**src/rtl/ifu_pkg.sv**
```systemverilog
// ifu_pkg: shared constants and types for the instruction fetch unit
// Contents: NOP_INSTR, fetch_pkt_t {ir, pc}, ifu_state_t {RUN, FLUSH}
package ifu_pkg;
  localparam logic [31:0] NOP_INSTR = 32'h0000_0013;
  typedef struct packed {
    logic [31:0] ir;
    logic [31:0] pc;
  } fetch_pkt_t;
  typedef enum logic {RUN, FLUSH} ifu_state_t;
endpackage

```
**src/rtl/ifu_fifo.sv**
```systemverilog
// ifu_fifo: synchronous FIFO of fetch_pkt_t with flush, occupancy count and full/empty
// Ports: clk, rst (sync, active-high), flush, push/din, pop/dout (head, combinational),
//        count, full, empty. DEPTH must be a power of two.
module ifu_fifo import ifu_pkg::*; #(
  parameter int DEPTH = 2,
  localparam int AW = $clog2(DEPTH)
) (
  input  logic       clk,
  input  logic       rst,
  input  logic       flush,
  input  logic       push,
  input  fetch_pkt_t din,
  input  logic       pop,
  output fetch_pkt_t dout,
  output logic [AW:0] count,
  output logic       full,
  output logic       empty
);
  fetch_pkt_t mem [DEPTH];
  logic [AW-1:0] rd, wr;
  logic push_ok, pop_ok;
  assign full = count == (AW+1)'(DEPTH);
  assign empty = count == '0;
  assign pop_ok = pop && !empty;
  assign push_ok = push && (!full || pop_ok);
  assign dout = mem[rd];
  always_ff @(posedge clk) begin
    if (rst || flush) begin
      rd <= '0;
      wr <= '0;
      count <= '0;
    end else begin
      if (push_ok) begin
        mem[wr] <= din;
        wr <= wr + 1'b1;
      end
      if (pop_ok) rd <= rd + 1'b1;
      count <= count + (AW+1)'(push_ok) - (AW+1)'(pop_ok);
    end
  end
endmodule

```
**src/rtl/ifu_fetch.sv**
```systemverilog
// ifu_fetch: instruction fetch stage -- PC, in-order imem requests, prefetch FIFO, redirect flush
// Ports: clk, rst (sync, active-high); imem_req_valid/ready/addr; imem_resp_valid/data;
//        redirect_valid/pc; stall; ir, ir_pc, ir_valid to the decoder.
// Option: define IFU_PERF_CNT_EN to add perf_fetched / perf_dropped counters.
module ifu_fetch import ifu_pkg::*; #(
  parameter int IR_WIDTH = 32,
  parameter logic [IR_WIDTH-1:0] RESET_PC = 32'h0000_0000,
  parameter int FIFO_DEPTH = 2
) (
  input  logic                clk,
  input  logic                rst,
  output logic                imem_req_valid,
  input  logic                imem_req_ready,
  output logic [IR_WIDTH-1:0] imem_req_addr,
  input  logic                imem_resp_valid,
  input  logic [IR_WIDTH-1:0] imem_resp_data,
  input  logic                redirect_valid,
  input  logic [IR_WIDTH-1:0] redirect_pc,
  input  logic                stall,
  output logic [IR_WIDTH-1:0] ir,
  output logic [IR_WIDTH-1:0] ir_pc,
  output logic                ir_valid
`ifdef IFU_PERF_CNT_EN
  ,
  output logic [31:0]         perf_fetched,
  output logic [31:0]         perf_dropped
`endif
);
  localparam int CW = $clog2(FIFO_DEPTH) + 1;
  logic [IR_WIDTH-1:0] pc;
  logic [CW-1:0] outstanding, outstanding_next, drop_cnt, drop_next, q_count, t_count;
  ifu_state_t state, state_next;
  fetch_pkt_t q_head, t_head;
  logic q_full, q_empty, t_full, t_empty;
  logic accept, pop, drop, keep;
  logic unused_ok;
  assign pop = ir_valid && !stall;
  // A slot freed by this cycle's pop counts as free, so issue keeps pace with a
  // non-stalling decoder; outstanding + count still never exceeds FIFO_DEPTH.
  assign imem_req_valid = !rst && (outstanding + q_count - CW'(pop)) < CW'(FIFO_DEPTH);
  assign imem_req_addr = pc;
  assign accept = imem_req_valid && imem_req_ready;
  // A response arriving with a redirect belongs to the old path.
  assign drop = imem_resp_valid && (state == FLUSH || redirect_valid);
  assign keep = imem_resp_valid && !drop;
  assign ir_valid = !q_empty;
  assign ir = ir_valid ? q_head.ir : NOP_INSTR;
  assign ir_pc = ir_valid ? q_head.pc : '0;
  assign unused_ok = ^{t_count, t_full, t_empty, q_full, t_head.ir};
  always_comb begin
    outstanding_next = outstanding + CW'(accept) - CW'(imem_resp_valid);
    drop_next = redirect_valid ? outstanding_next : drop_cnt - CW'(drop);
    state_next = (drop_next != '0) ? FLUSH : RUN;
  end
  always_ff @(posedge clk) begin
    if (rst) begin
      pc <= RESET_PC;
      outstanding <= '0;
      drop_cnt <= '0;
      state <= RUN;
    end else begin
      pc <= redirect_valid ? {redirect_pc[IR_WIDTH-1:2], 2'b00} : accept ? pc + IR_WIDTH'(4) : pc;
      outstanding <= outstanding_next;
      drop_cnt <= drop_next;
      state <= state_next;
    end
  end
  // Request-PC tags for live (non-stale) requests, consumed by kept responses.
  ifu_fifo #(.DEPTH(FIFO_DEPTH)) u_tag (
    .clk(clk), .rst(rst), .flush(redirect_valid),
    .push(accept && !redirect_valid), .din('{ir: NOP_INSTR, pc: pc}),
    .pop(keep), .dout(t_head), .count(t_count), .full(t_full), .empty(t_empty)
  );
  ifu_fifo #(.DEPTH(FIFO_DEPTH)) u_prefetch (
    .clk(clk), .rst(rst), .flush(redirect_valid),
    .push(keep), .din('{ir: imem_resp_data, pc: t_head.pc}),
    .pop(pop), .dout(q_head), .count(q_count), .full(q_full), .empty(q_empty)
  );
`ifdef IFU_PERF_CNT_EN
  always_ff @(posedge clk) begin
    if (rst) begin
      perf_fetched <= '0;
      perf_dropped <= '0;
    end else begin
      perf_fetched <= perf_fetched + 32'(pop);
      perf_dropped <= perf_dropped + 32'(drop);
    end
  end
`endif
endmodule

```
**config.mk**
```make
export PLATFORM = sky130hd
export DESIGN_NAME = ifu_fetch
export DESIGN_NICKNAME = d
export VERILOG_FILES = /design/src/rtl/ifu_pkg.sv /design/src/rtl/ifu_fifo.sv /design/src/rtl/ifu_fetch.sv
export SDC_FILE = /design/constraint.sdc
export NUM_CORES = 1
export LEC_CHECK = 0
export CAP_MARGIN = 10
export CORE_MARGIN = 5
export CORE_UTILIZATION = 50
export CTS_CLUSTER_DIAMETER = 80
export CTS_CLUSTER_SIZE = 30
export DETAILED_ROUTE_END_ITERATION = 10
export PLACE_DENSITY = 0.73
export SLEW_MARGIN = 20
export SYNTH_ARGS = -nofsm -noshare
export SYNTH_HDL_FRONTEND = slang
export SYNTH_HIERARCHICAL = 1
export SYNTH_SLANG_ARGS = --single-unit
```
**constraint.sdc**
```tcl
create_clock -name clk -period 12.69 [get_ports clk]
set_input_delay 2.538 -clock clk [delete_from_list [all_inputs] [get_ports clk]]
set_output_delay 2.538 -clock clk [all_outputs]
set_load 0.01 [all_outputs]
```
# == Word-level counts from Yosys, hierarchy flattened ==
# Memory sizes are Yosys's and may differ from the RTL's. A register that Yosys moved wholly into a read port is not among the register bits.
# Index checks and enable logic that the tools add are counted.
# word_totals
regBits,45
latch_bits,0
mem_bits_rw,192
mem_bits_ro,0
in_bits,70
out_inout_bits,98
word_cells,73
n_memories,2
# memory_table
name,words,width,rd,rd_ports_with_merged_regs,write_ports,line_no,rtl
u_prefetch.mem,2,64,1,1,1,ifu_fifo.sv:19,fetch_pkt_t mem [DEPTH];
u_tag.mem,2,32,1,1,1,ifu_fifo.sv:19,
# op_classes
n_addsub,14
mul,0
n_div,0
magnitude_cmp,1
n_eq_ne,2
shifts,0
n_mux,16
bitwise_logic,0
reduce_logical,27
# op_table
cell,n
$mux 32,4
$add 32x3->32 const B,1
$mux 1,11
$logic_and 1x1->1,10
$sub 2x1->2,5
$logic_not 1->1,8
$add 2x1->2,3
$add 1x1->1 const B,4
$eq 2x2->1 const B,2
$logic_not 2->1,2
$logic_or 1x1->1,4
$reduce_bool 2->1,2
$add 2x2->2,1
$lt 2x2->1 const B,1
$mux 2,1
$reduce_or 2->1,1

# == Longest topological paths before layout ==
# depth
depth_word,12
depth_mapped,16
ltp_nobuf,15

# == Hierarchy ==
# The synthesis kept the hierarchy.
# modules_own_cells
module,instances,cells_each,area_each_um2,seq_area_each_um2
ifu_fifo,2,229,4849.7,3943.8
ifu_fetch,1,328,2549.9,700.7

# == Worst setup path before layout ==
# No wires, ideal clock.
# synth_timing
path_type,in2reg
startpoint,input stall
endpoint,memory u_tag/mem[1][0] (netlist name) (enable)
setup_ns,0.665
arrival_ns,10.778
required_time_ns,12.025
path_slack_ns,1.247
stages,9
n_path_buf,0
cell_sequence,nor2_1 > ha_1 > nor2b_2 > xor3_1 > and2_1 > nand2_1 > inv_1 > o21ai_0 > nor4b_1
# synth_between
elab_chain_len,11
# synth_lines
element,line_no,rtl
start: declaration,ifu_fetch.sv:19,"input logic stall,"
$logic_not 1->1,ifu_fetch.sv:37,assign pop = ir_valid && !stall;
$logic_and 1x1->1,ifu_fetch.sv:37,
$sub 2x1->2,ifu_fetch.sv:40,assign imem_req_valid = !rst && (outstanding + q_count - CW'(pop)) < CW'(FIFO_DEPTH);
$lt 2x2->1,ifu_fetch.sv:40,
$logic_and 1x1->1,ifu_fetch.sv:40,
$logic_and 1x1->1,ifu_fetch.sv:42,assign accept = imem_req_valid && imem_req_ready;
$logic_and 1x1->1,ifu_fetch.sv:71,".push(accept && !redirect_valid), .din('{ir: NOP_INSTR, pc: pc}),"
$logic_and 1x1->1,ifu_fifo.sv:25,assign push_ok = push && (!full || pop_ok);
$mux 1,ifu_fifo.sv:33,if (push_ok) begin
$mux 1,ifu_fifo.sv:28,if (rst || flush) begin
$mux 1 (not written as such),ifu_fifo.sv:34,mem[wr] <= din;
end: declaration,ifu_fifo.sv:19,
# Every way passes these cells.

# == Worst setup path after layout ==
# layout_timing
startpoint,input stall
endpoint,output imem_req_valid
# layout_between
elab_chain_len,5
# layout_lines
element,line_no,rtl
$logic_not 1->1,ifu_fetch.sv:37,
$logic_and 1x1->1,ifu_fetch.sv:37,
net pop,ifu_fetch.sv:35,"logic accept, pop, drop, keep;"
$sub 2x1->2,ifu_fetch.sv:40,
$lt 2x2->1,ifu_fetch.sv:40,
$logic_and 1x1->1,ifu_fetch.sv:40,
end: declaration,ifu_fetch.sv:12,"output logic imem_req_valid,"
# The timed path passes the listed nets, and every way through them passes these cells.

==> key figures <==
Outcome
  – Status: completed

Synth
  – Post-Syn Area per Cell: 14.5 sq um
  – Synth warnings: 6
  – Synthesized instance count: 684
  – Post-Syn Area: between 0.009 and 0.01 sq mm

Setup path
  – Crit path required time: 10150 ps
  – Critical path arrival: 4870 ps
  – CP Capture Type: primary output
  – Slowest cell on the critical path: clkdlybuf4s50_1
  – Crit start category: primary input
  – Crit path cell chain: clkdlybuf4s50_1 -> nor2_1 -> ha_1 -> nor2b_2 -> xnor3_1 -> nor2_1 -> clkdlybuf4s50_1
  – Max incr delay on CP: 550 ps
  – Crit path max fanout: 8
  – CP Class: in -> out

Route
  – DR vias/cell: 5.37
  – Wire per inst: 18.0 microns
  – Antenna-violating nets left: 0
  – Detailed Route Iter0 Violations: 308
  – Routed WL: 20.0 mm
  – DRC: 0
  – Drt pass-1 iters: 6
  – Via count: 5968

Clock tree
  – Hold_buf cts: 0
  – Clock slew at reported path FFs: 100 ps
  – H-Tree Depth: 1
  – Num CTS Buffers: 13
  – CTS tree: done
  – PostCTS Resize Cnt: 0
  – Sink Count: 237
  – Post-CTS setup buffer count: 0
  – Clk_lat worst skew: 470 ps
  – Root Buffer: clkbuf_16
  – Clk buf depth: 3

STA
  – Worst Tran Pin Value: 949 ps
  – Max Slew Vio Count: 0
  – Fmax: 135 MHz
  – Fin. Hold Viols: 0
  – Post-route setup slack: 5280 ps
  – WHS: 490 ps
  – Clock skew: 15.0 ps
  – RSZ-0062 raised after global routing: false
  – Rel. slew slack: between 30% and 40%
  – TNS Setup: 0 ps
  – Final setup vio count: 0
  – Tmin final: approximately 7400 ps
  – Final Cycle Share: 58.4%

Finish
  – Filler cells: 1474
  – Final instance area: 0.0123 sq mm
  – Antenna diode count: 0
  – Reg area: 0.00667 sq mm
  – Layout area overhead: 23.8%
  – Nets: 918
  – Area of the multi-input gates: between 0.003 and 0.004 sq mm
  – Layout cell share with drive strength beyond 1: 16.8%
  – Post-layout util: 63.0%

Placed design
  – Port bufs: roughly 160
  – Pre-CTS setup slack: 5300 ps
  – Final GP Congestion: 0.864
  – Hpwl dp: 13.2 mm
  – Cell Area, Placed: between 0.01 and 0.015 sq mm

Power and ir drop
  – P_leak: just under 4 nW
  – VDD IR max: 105 uV
  – P_sw: 0.322 mW
  – Clock network power share: 32.2%
  – Power Internal: 1.13 mW
  – Power density over the cells: 118 mW/mm^2
  – Comb pwr share: 7.7%
  – Part of the power in registers: 60.1%
  – Sw Share: between 20% and 30%

Global routing
  – GRT Util Overall: between 10% and 20%
  – Initial antenna violation count: 0
  – Overflow after GRT: 0
  – First-pass GRT wire length: 31.0 mm
  – Largest net degree at the start of global routing: 66
  – Vias in the first global route: 5866

Worst hold path
  – Hold Path Class: reg -> reg

Die
  – Row count: 51
  – Die H: about 150 microns
  – Initial Util: 50.9%
  – Die Area: 0.0228 sq mm
  – Die X: 151 microns
  – Core area: 0.0195 sq mm
  – Io pins: 168

Job
  – Max Cap Viol: 0
critical path: cells and delay by family:
family	cells	cell delay (ps)
adder cells (fa/ha/maj)	1	310
buffers and inverters	2	950
XOR/XNOR	1	490
AND/OR/NAND/NOR	3	580
layout by cell type, fill, tap and decap left out, types with 8 or more instances in the layout:
master	instances
nand4_1	16
nand3_1	11
clkbuf_16	14
xnor2_1	13
inv_1	11
nor2b_1	62
xor2_1	17
nor2_1	39
nor3_1	8
edfxtp_1	192
buf_4	8
nand2_1	17
dfxtp_1	44
o21ai_0	12
a211oi_1	16
clkdlybuf4s50_1	163
or3_1	10
mux2_2	96
power groups by stage:
stage                     registers (mW)  logic, mW  clock network [mW]
final                              0.874      0.112               0.468
after global routing               0.877      0.122               0.520
after CTS                          0.874      0.113               0.484
after detailed placement           0.892      0.112                   0
after global placement             0.890      0.109                   0
after floorplan                    0.889     0.0530                   0
per-stage QoR:
stage,total power [mW],instances
after floorplan,0.942,689
after global placement,0.999,1091
after detailed placement,1.00,1091
after CTS,1.47,1112
after global routing,1.52,1112
final,1.45,1112
sequential cells by signal, summed over array words and instances (netlist names), 2 cells and up, named ones only:
name              cells
outstanding           2
u_tag/count           2
u_prefetch/mem      128
u_prefetch/count      2
drop_cnt              2
imem_req_addr        30
u_tag/mem            64
per-layer routing:
layer	global-route usage (%)	share of wire (%)	vias up
met1	22.9	42	2863
met2	29.5	48	229
li1	-	-	2853
met5	0	0	-
met4	4.31	1.9	0
met3	3.56	8.2	23
worst paths after layout:
| kind | start | to | slack (ps) | depth (start not counted) |
|---|---|---|---|---|
| hold / removal | u_tag/wr | u_tag/wr | 490 | 2 |
| hold reg to reg | u_tag/wr | u_tag/wr | 490 | 2 |
| setup / recovery | stall | imem_req_valid | 5280 | 7 |
| setup reg to reg | u_prefetch/count[1] | u_tag/mem[1][18] | 8170 | 11 |
cell type report:
cell class	count	area share, %
Tap cell	265	2.69
Inverter	11	0.335
Clock inverter	5	0.549
Clock buffer	16	2.99
Sequential cell	237	54.2
Timing Repair Buffer	171	13.7
Multi-Input combinational cell	407	25.5
No activity file was read; power rests on OpenSTA's default activity.
==> patch, RTL diff (same settings) <==
Add a define of `IFU_PERF_CNT_EN`.
--- a/src/rtl/ifu_fetch.sv
+++ b/src/rtl/ifu_fetch.sv
@@ -3,4 +3,6 @@
 //        redirect_valid/pc; stall; ir, ir_pc, ir_valid to the decoder.
 // Option: define IFU_PERF_CNT_EN to add perf_fetched / perf_dropped counters.
+`define IFU_PERF_CNT_EN
+
 module ifu_fetch import ifu_pkg::*; #(
   parameter int IR_WIDTH = 32,
Formal check against the unedited RTL (old outputs only; new: perf_dropped and perf_fetched): equivalent (equiv_simple and equiv_induct, registers matched by name and starting in step).
==> patch against the unedited design <==
Power rose by 20%. Sequential share of layout area fell by 3.6 points. Synthesized area rose by 27%. Highest routed layer is now met5. Setup slack got worse by 0.36 ns. Combinational power rose by 5%. Cell area rose by 28%. Wire length rose by 39%. Sequential cell count rose by 64.
==> patch: results (changes against the unedited design) <==
| Metric | Value |
|---|---|
| Worst hold-check path type | `flip-flop to flip-flop` |
| Max VDD drop | `96.3 µV (-8.5%)` |
| Synth Warn # | `6 (unchanged)` |
| Worst r2r src | `u_prefetch/count[1]` |
| Critical path's largest stage delay | `0.66 ns (+0.11 ns)` |
| Fin Clk Skew | `0.0338 ns (+0.0187 ns)` |
| Slowest-stage cell, CP | `xnor3_1` |
| Min-Delay Endpoint | `u_tag/wr` |
| Skew-Pair Late Insertion Delay | `0.50 ns (+0.03 ns)` |
| Reg-to-reg critical path endpoint | `u_tag/mem[0][10]` |
| Root buf cell | `clkbuf_16` |
| Total CTS buffers | `15 (+2)` |
| H-tree depth | `1 (unchanged)` |
| Switching Fraction | `0.226 (+0.00393)` |
| Vias per cell | `5.35 (-0.31%)` |
| First-pass GRT wire length | `43.5 mm (+40%)` |
| Crit path DAT | `5.23 ns (+0.36 ns)` |
| Largest net degree at the start of global routing | `66 (unchanged)` |
| Filler cells | `1,951 (+32%)` |
| Number of global-route vias before repair | `7,886 (+34%)` |
| Hold Startpoint | `u_tag/wr` |
| Antenna violations before repair | `2 (+2)` |
| Routability cong. | `0.815 (-5.6%)` |
| FF-to-FF path depth | `9 (-2)` |
| Status | `complete, no violations` |
| Gr usage total | `0.187 (+0.0143)` |
| Slew @ Worst Pin | `1.09 ns (+0.141 ns)` |
| Hold path depth | `2 (unchanged)` |
| HPWL after DPL | `18.2 mm (+37%)` |
| Top Registers | `u_prefetch/mem: 128 flops, u_tag/mem: 64 flops` |
| Clock buffer depth | `3 (unchanged)` |
| Crit-path max FO | `23 (+15)` |
| Reg-to-reg setup timing slack | `8.67 ns (+0.50 ns)` |
| Post-Route WL | `27.8 mm (+39%)` |
| Post-CTS Resized | `0 (unchanged)` |
| DRT Pass-1 Iters | `5 (-1)` |
| I/O Buffers | `227 (+39%)` |
| Initial DRC count | `346 (+12%)` |
| CTS clock-pin slew for the worst setup and hold paths | `between 0.1 and 0.15 ns` |
| Share of cells above drive strength 1 | `0.116 (-0.0519)` |
| Layout Nets | `1,281 (+40%)` |
| Lkg Pwr | `0.00503 µW (+26%)` |
| Post-CTS setup buffer count | `0 (unchanged)` |
| Hold Slack | `0.490 ns (-0.000510 ns)` |
| N_diodes | `0 (unchanged)` |
patch: layout make-up:
class	instances	area, µm²	share of cell area
Sequential cell	301	7950	0.506
Multi-Input combinational cell	633	4490	0.286
Timing Repair Buffer	235	2330	0.148
Tap cell	330	413	0.0263
Clock buffer	20	394	0.0251
Clock inverter	6	80.1	0.00510
Inverter	14	52.6	0.00334
patch: power groups by stage:
stage	combinational, µW	sequential, µW	clock (µW)
5_1_grt	129	1080	605
3_3_place_gp	117	1100	0
2_1_floorplan	57.3	1100	0
4_1_cts	120	1080	565
6_report	118	1080	550
3_5_place_dp	118	1100	0
patch: stage by stage:
step                      power [µW]  setup slack (ns)  cell area, µm²  cells
after floorplan                 1150              1.71           12700    997
after global placement          1220              4.97           15200   1513
after detailed placement        1220              4.97           15200   1513
after CTS                       1760              4.92           15700   1539
after global routing            1810              4.84           15700   1539
final                           1740              4.93           15700   1539
patch: worst max-delay path by stage:
| stage | to | start | slack, ns | cells after the start |
|---|---|---|---|---|
| after floorplan | u_prefetch/mem[1][0] | redirect_valid | 1.71 | 4 |
| after detailed placement | imem_req_valid | stall | 4.97 | 7 |
| after CTS | imem_req_valid | stall | 4.92 | 7 |
| after global routing | imem_req_valid | stall | 4.84 | 7 |
| final | imem_req_valid | stall | 4.93 | 7 |
| after global placement | imem_req_valid | stall | 4.97 | 7 |
patch: routing by layer:
layer,vias up,GRT usage,wire [µm],part of all wire
met5,-,0,25,0.00090
met4,4,0.0319,413,0.015
met3,34,0.0539,2210,0.079
met2,249,0.297,12600,0.45
met1,3940,0.263,12600,0.45
li1,4007,-,-,-
patch: critical path: cells and delay by family:
family	cells	cell delay [ns]
buf+inv	2	0.99
simple gates	3	0.68
fa+ha+maj	1	0.34
xor+xnor	1	0.66
